File: src/rtl/fpu_result_collector.sv
// In-order result FIFO between the FPU output port and register-file writeback,
// with sticky exception flags accumulated as results retire.
module fpu_result_collector #(
  parameter int unsigned WIDTH = 32,
  parameter int unsigned DEPTH = 4,
  parameter int unsigned TAG_W = 4
) (
  input  logic                     clk_i,
  input  logic                     rst_i,
  input  logic [WIDTH-1:0]         fpu_result_i,
  input  logic [4:0]               fpu_status_i,
  input  logic [TAG_W-1:0]         fpu_tag_i,
  input  logic                     fpu_valid_i,
  output logic                     fpu_ready_o,
  output logic [WIDTH-1:0]         wb_data_o,
  output logic [4:0]               wb_status_o,
  output logic [TAG_W-1:0]         wb_tag_o,
  output logic                     wb_valid_o,
  input  logic                     wb_ready_i,
  input  logic                     flush_i,
  input  logic                     fflags_clr_i,
  output logic [4:0]               fflags_o,
  output logic [$clog2(DEPTH):0]   count_o
);

  localparam int unsigned PW = $clog2(DEPTH);
  localparam int unsigned CW = PW + 1;
  localparam logic [CW-1:0] FULL_CNT = CW'(DEPTH);

  logic [WIDTH-1:0] data_mem   [DEPTH];
  logic [4:0]       status_mem [DEPTH];
  logic [TAG_W-1:0] tag_mem    [DEPTH];

  logic [PW-1:0] wp, rp;
  logic [CW-1:0] cnt;
  logic [4:0]    fflags_q;
  logic          enq, deq;

  assign fpu_ready_o = (cnt != FULL_CNT) & ~rst_i;
  assign wb_valid_o  = (cnt != '0);
  assign enq         = fpu_valid_i & fpu_ready_o;
  assign deq         = wb_valid_o & wb_ready_i;

  assign wb_data_o   = data_mem[rp];
  assign wb_status_o = status_mem[rp];
  assign wb_tag_o    = tag_mem[rp];
  assign fflags_o    = fflags_q;
  assign count_o     = cnt;

  // Storage is intentionally not reset; enq is already blocked while rst_i is high.
  always_ff @(posedge clk_i) begin
    if (enq && !flush_i) begin
      data_mem[wp]   <= fpu_result_i;
      status_mem[wp] <= fpu_status_i;
      tag_mem[wp]    <= fpu_tag_i;
    end
  end

  always_ff @(posedge clk_i) begin
    if (rst_i) begin
      wp       <= '0;
      rp       <= '0;
      cnt      <= '0;
      fflags_q <= '0;
    end else begin
      // A dequeue during flush still retires, so its status is kept.
      fflags_q <= (fflags_clr_i ? 5'b0 : fflags_q) | (deq ? wb_status_o : 5'b0);
      if (flush_i) begin
        wp  <= '0;
        rp  <= '0;
        cnt <= '0;
      end else begin
        if (enq) wp <= wp + 1'b1;
        if (deq) rp <= rp + 1'b1;
        case ({enq, deq})
          2'b10:   cnt <= cnt + 1'b1;
          2'b01:   cnt <= cnt - 1'b1;
          default: cnt <= cnt;
        endcase
      end
    end
  end

endmodule

File: config.mk
export PLATFORM = sky130hd
export DESIGN_NAME = fpu_result_collector
export DESIGN_NICKNAME = d
export VERILOG_FILES = /design/src/rtl/fpu_result_collector.sv
export SDC_FILE = /design/constraint.sdc
export NUM_CORES = 1
export LEC_CHECK = 0
export BUFFER_PORTS_ARGS = -buffer_cell sky130_fd_sc_hd__buf_2
export CORE_UTILIZATION = 60
export CTS_CLUSTER_SIZE = 20
export DETAILED_ROUTE_END_ITERATION = 10
export GPL_TIMING_DRIVEN = 0
export PLACE_DENSITY_LB_ADDON = 0.1
export SLEW_MARGIN = 25
export SYNTH_ARGS = -nofsm -noshare
export SYNTH_HDL_FRONTEND = slang
export SYNTH_SLANG_ARGS = --single-unit
File: constraint.sdc
create_clock -name clk_i -period 5.7 [get_ports clk_i]
set_clock_uncertainty 0.2 [all_clocks]
set_input_delay 1.14 -clock clk_i [delete_from_list [all_inputs] [get_ports clk_i]]
set_output_delay 1.14 -clock clk_i [all_outputs]
set_load 0.05 [all_outputs]
# --- Word level (Yosys, flattened, before mapping) ---
# Memory sizes are Yosys's and may differ from the RTL's. A register that Yosys moved wholly into a read port is not among the register bits.
# Cells that the tools add are included.
totals:
  output_inout_bits: 51
  register_bits: 12
  mem_bits_rw: 164
  inputBits: 47
  word_cells: 35
  memories: 3
op_classes:
  bitwise: 5
  addsub: 4
  n_eq_ne: 3
  mux: 11
  n_reduce_logical: 5
mem_list:
  columns: ["name", "depth", "word_bits", "rd", "rd_clocked_by_memory_dff", "wr", "line_no", "source"]
  rows:
  - ["data_mem", 4, 32, 1, 1, 1, "30", "logic [WIDTH-1:0] data_mem [DEPTH];"]
  - ["status_mem", 4, 5, 1, 1, 1, "31", "logic [4:0] status_mem [DEPTH];"]
  - ["tag_mem", 4, 4, 1, 1, 1, "32", "logic [TAG_W-1:0] tag_mem [DEPTH];"]
op_table:
  columns: ["operator", "count"]
  rows:
  - ["$mux 2", 6]
  - ["$mux 5", 2]
  - ["$pmux 3 s2", 1]
  - ["$or 5x5->5", 1]
  - ["$add 2x1->2 const B", 2]
  - ["$add 3x1->3 const B", 1]
  - ["$and 1x1->1", 3]
  - ["$ne 3x3->1 const B", 1]
  - ["$reduce_bool 3->1", 1]
  - ["$sub 3x1->3 const B", 1]
  - ["$eq 2x1->1 const B", 1]
  - ["$eq 2x2->1 const B", 1]
  - ["$mux 1", 2]
  - ["$reduce_bool 2->1", 1]
  - ["$reduce_or 2->1", 1]
  - ["$logic_and 1x1->1", 1]
  - ["$logic_not 1->1", 1]
  - ["$not 1->1", 1]

# --- Logic depth before layout (Yosys ltp) ---
depth:
  word_depth: 6
  ltp_mapped: 8
  mapped_depth_nobuf: 8

# --- Worst setup path after synthesis ---
# Ideal clock, no wire load.
synth_path:
  path_type: "input to register"
  from: "input rst_i"
  to: "memory data_mem[0][0] (enable)"
  stages: 3
  setup_time_ns: 0.402
  required_ns: 5.098
  slack_ns: 2.516
  t_arrival_ns: 2.581
  path_buffers: 0
  path_cell_list: "nand2b_1 > nor3_1 > and2_1"
synth_via:
  elab_chain_cells: 6
synth_rtl:
  columns: ["item", "line_no", "source"]
  rows:
  - ["start, declared", "9", "input logic rst_i,"]
  - ["$not 1->1", "39", "assign fpu_ready_o = (cnt != FULL_CNT) & ~rst_i;"]
  - ["$and 1x1->1", "39", null]
  - ["$and 1x1->1", "41", "assign enq = fpu_valid_i & fpu_ready_o;"]
  - ["$logic_and 1x1->1", "52", "if (enq && !flush_i) begin"]
  - ["$mux 1", "52", null]
  - ["$mux 1 (not written as such)", "53", "data_mem[wp] <= fpu_result_i;"]
  - ["end, declared", "30", null]
# No other way between the ends.

==> impl_metrics.tcl <==
set metrics [dict create \
    fin_ws_ns 2.21 \
    cp-start-kind "flip-flop" \
    power_density_mw_per_mm2 331 \
    clk_pin_slew_ns 0.07 \
    avgSynthCellArea_um2 23.9 \
    multi_input_area_mm2 0.00142 \
    yosys_warnings 0 \
    worstPathRequired_ns 4.36 \
    drt-initial-drc-count 126 \
    drt-vias-per-instance 5.69 \
    final.fill_count 644 \
    power.leakage_nw 2.80 \
    n_antenna_cell 0 \
    ios 98 \
    die_w_um 108 \
    synth_cell_types 28 \
    final_hold_viol_count 0 \
    final_nets 451 \
    seq_area_mm2 0.00520 \
    yosysSeqAreaShare_pct 77.2 \
    outcome "complete, no violations" \
    rows 38 \
    drive_gt1_share_pct 36.3 \
    drtAntennaViolNets 0 \
    ys_seq_elements 178 \
    async_flop_share_pct 0 \
    rsz0062_at_grt "no" \
    crit_type "reg -> out" \
    syn_nets 335 \
    die_h_um 108 \
    clockRootBuffer "clkbuf_8" \
    vias 3137 \
    max_slew_margin_pct 54.7 \
    avgRoutedWirePerCell_um 19.2 \
    antenna_found_initial 0 \
    worstPathArrival_ns 2.15 \
    numClockSinks 178 \
    core_area_mm2 0.0109 \
    post_cts_resized 0 \
    synth-main-ff-cell "edfxtp_1" \
    synth_cells 282 \
    hpwlAfterDp_um 6360 \
    timing.final.crit_share_pct 61.3 \
    port_buffers 97 \
    hp-class "reg -> reg" \
    syn_area_mm2 0.00674 \
    cts_buffers 17 \
    drcViolationCount 0 \
    clock_latency_ns 0.53 \
    tightest_slew_ns 0.678 \
    postCtsSetupBuffers 0 \
    dieArea_mm2 0.0117 \
    fin_crit_ns 3.49 \
    area_growth_pct 18.2 \
    fmax_mhz 286 \
    cts_tree "yes" \
    pre_cts_ws_ns 2.55 \
    slew_violations 0 \
    clockBufferDepth 2 \
    tns_ns 0 \
    grt_pass1_vias 3139 \
    setup_violations 0 \
    synth_edf_count 164 \
    grt_overflow 0 \
    htreeDepth 4 \
    grt_start_max_net_pins 42 \
    grt_pass1_wl_um 16300 \
    cts_hold_buffers 0 \
    irDropWorstVdd_v 0.000273 \
    track_usage_pct 20.0 \
    drt_wl_total_um 10600 \
    critPathMaxFanout 10 \
    initial_utilization_pct 61.9 \
    place.gp.congestion 0.712 \
    cap_violations 0 \
    drt_first_pass_iters 4 \
    crit_path_end_kind "primary output" \
]
[synth_stat cells (2+ instances only)]
| cell | count | share of area (%) |
|---|---|---|
| a22o_1 | 4 | 0.52 |
| a21oi_1 | 3 | 0.22 |
| ha_1 | 5 | 0.93 |
| or2_2 | 2 | 0.19 |
| mux4_2 | 4 | 1.3 |
| dfxtp_1 | 14 | 4.2 |
| and2_1 | 4 | 0.37 |
| nor3b_1 | 3 | 0.33 |
| edfxtp_1 | 164 | 73 |
| xor2_1 | 4 | 0.52 |
| buf_2 | 4 | 0.30 |
| buf_12 | 3 | 0.89 |
| or3_1 | 3 | 0.28 |
| o21ai_0 | 2 | 0.15 |
| mux4_1 | 37 | 14 |
| nor2_1 | 9 | 0.50 |
| inv_1 | 6 | 0.33 |
[per-stage QoR]
| step | hold slack, ns | util, % | cell area [um2] | instances | power, W |
|---|---|---|---|---|---|
| floorplan | 0.285 | - | 6740 | 282 | 0.00154 |
| global placement | 0.251 | 68.0 | 7400 | 519 | 0.00158 |
| detailed placement | 0.258 | 68.1 | 7410 | 519 | 0.00159 |
| CTS | 0.278 | 73.2 | 7970 | 551 | 0.00266 |
| global route | 0.298 | 73.2 | 7970 | 551 | 0.00272 |
| finish | 0.272 | 73.2 | 7970 | 551 | 0.00264 |
[area by class of cell]
cell class              instances  area share (%)
flip-flops and latches        178            65.3
multi-input cells              88            17.8
repair buffers                 97            6.09
clock buffers                  17            5.20
well taps                     140            2.20
clock inverters                15            1.79
plain buffers                  10            1.38
inverters                       6           0.283
[power by group]
part | switching, W | internal (W)
sequential | 0.00000380 | 0.00144
clock | 0.000491 | 0.000590
combinational | 0.0000813 | 0.0000374
total | 0.000576 | 0.00207
[flip-flops by register name, summed over array words and instances (netlist names), named ones only]
| name | cells |
|---|---|
| count_o | 3 |
| data_mem | 128 |
| fflags_o | 5 |
| rp | 2 |
| status_mem | 20 |
| tag_mem | 16 |
| wp | 2 |
[metal layers]
metal	up-vias	part of all wire [%]	global-route usage (%)
li1	1447	-	-
met1	1598	41	25.0
met2	81	53	32.7
met3	11	5.7	7.53
met4	0	1.2	6.46
met5	-	0	0
[cell families after synthesis]
| family | synth area share [%] |
|---|---|
| DFF | 77.2 |
| muxes | 15.8 |
| and+or+nand+nor | 1.84 |
| buffers and inverters | 1.97 |
| AOI/OAI and AO/OA | 1.50 |
| adders and majority gates | 1.22 |
| xor gates and xnor gates | 0.520 |
[cells in the final DEF, fill, tap and decap left out, types with 2 or more instances in the layout]
| cell | netlist | routed |
|---|---|---|
| mux4_1 | 37 | 37 |
| dfxtp_1 | 14 | 14 |
| or3_1 | 3 | 3 |
| and2_4 | 0 | 4 |
| clkinvlp_4 | 0 | 4 |
| o21ai_0 | 2 | 2 |
| or2_2 | 2 | 2 |
| inv_1 | 6 | 6 |
| nor2_1 | 9 | 9 |
| clkinv_2 | 0 | 2 |
| buf_12 | 3 | 3 |
| ha_1 | 5 | 5 |
| nor3b_1 | 3 | 3 |
| a22o_1 | 4 | 4 |
| inv_6 | 0 | 7 |
| mux4_2 | 4 | 4 |
| edfxtp_1 | 164 | 164 |
| clkbuf_16 | 0 | 16 |
| a21oi_1 | 3 | 3 |
| buf_2 | 4 | 101 |
| xor2_1 | 4 | 4 |
[worst paths after layout]
check        cells past startpoint         from  slack, ns       endpoint
min reg2reg                      1  fflags_o[2]       0.27    fflags_o[2]
min                              1  fflags_o[2]       0.27    fflags_o[2]
max                              5    flip-flop       2.21  wb_data_o[18]
max reg2reg                      8   count_o[2]       2.97     count_o[2]
[worst max-delay path: stages (launching register included)]
cell	delay (ns)
dfxtp_1	0.32
buf_6	0.13
buf_8	0.17
buf_12	0.15
mux4_1	0.60
buf_2	0.24
Note: power is estimated with default switching activity, not from simulation.
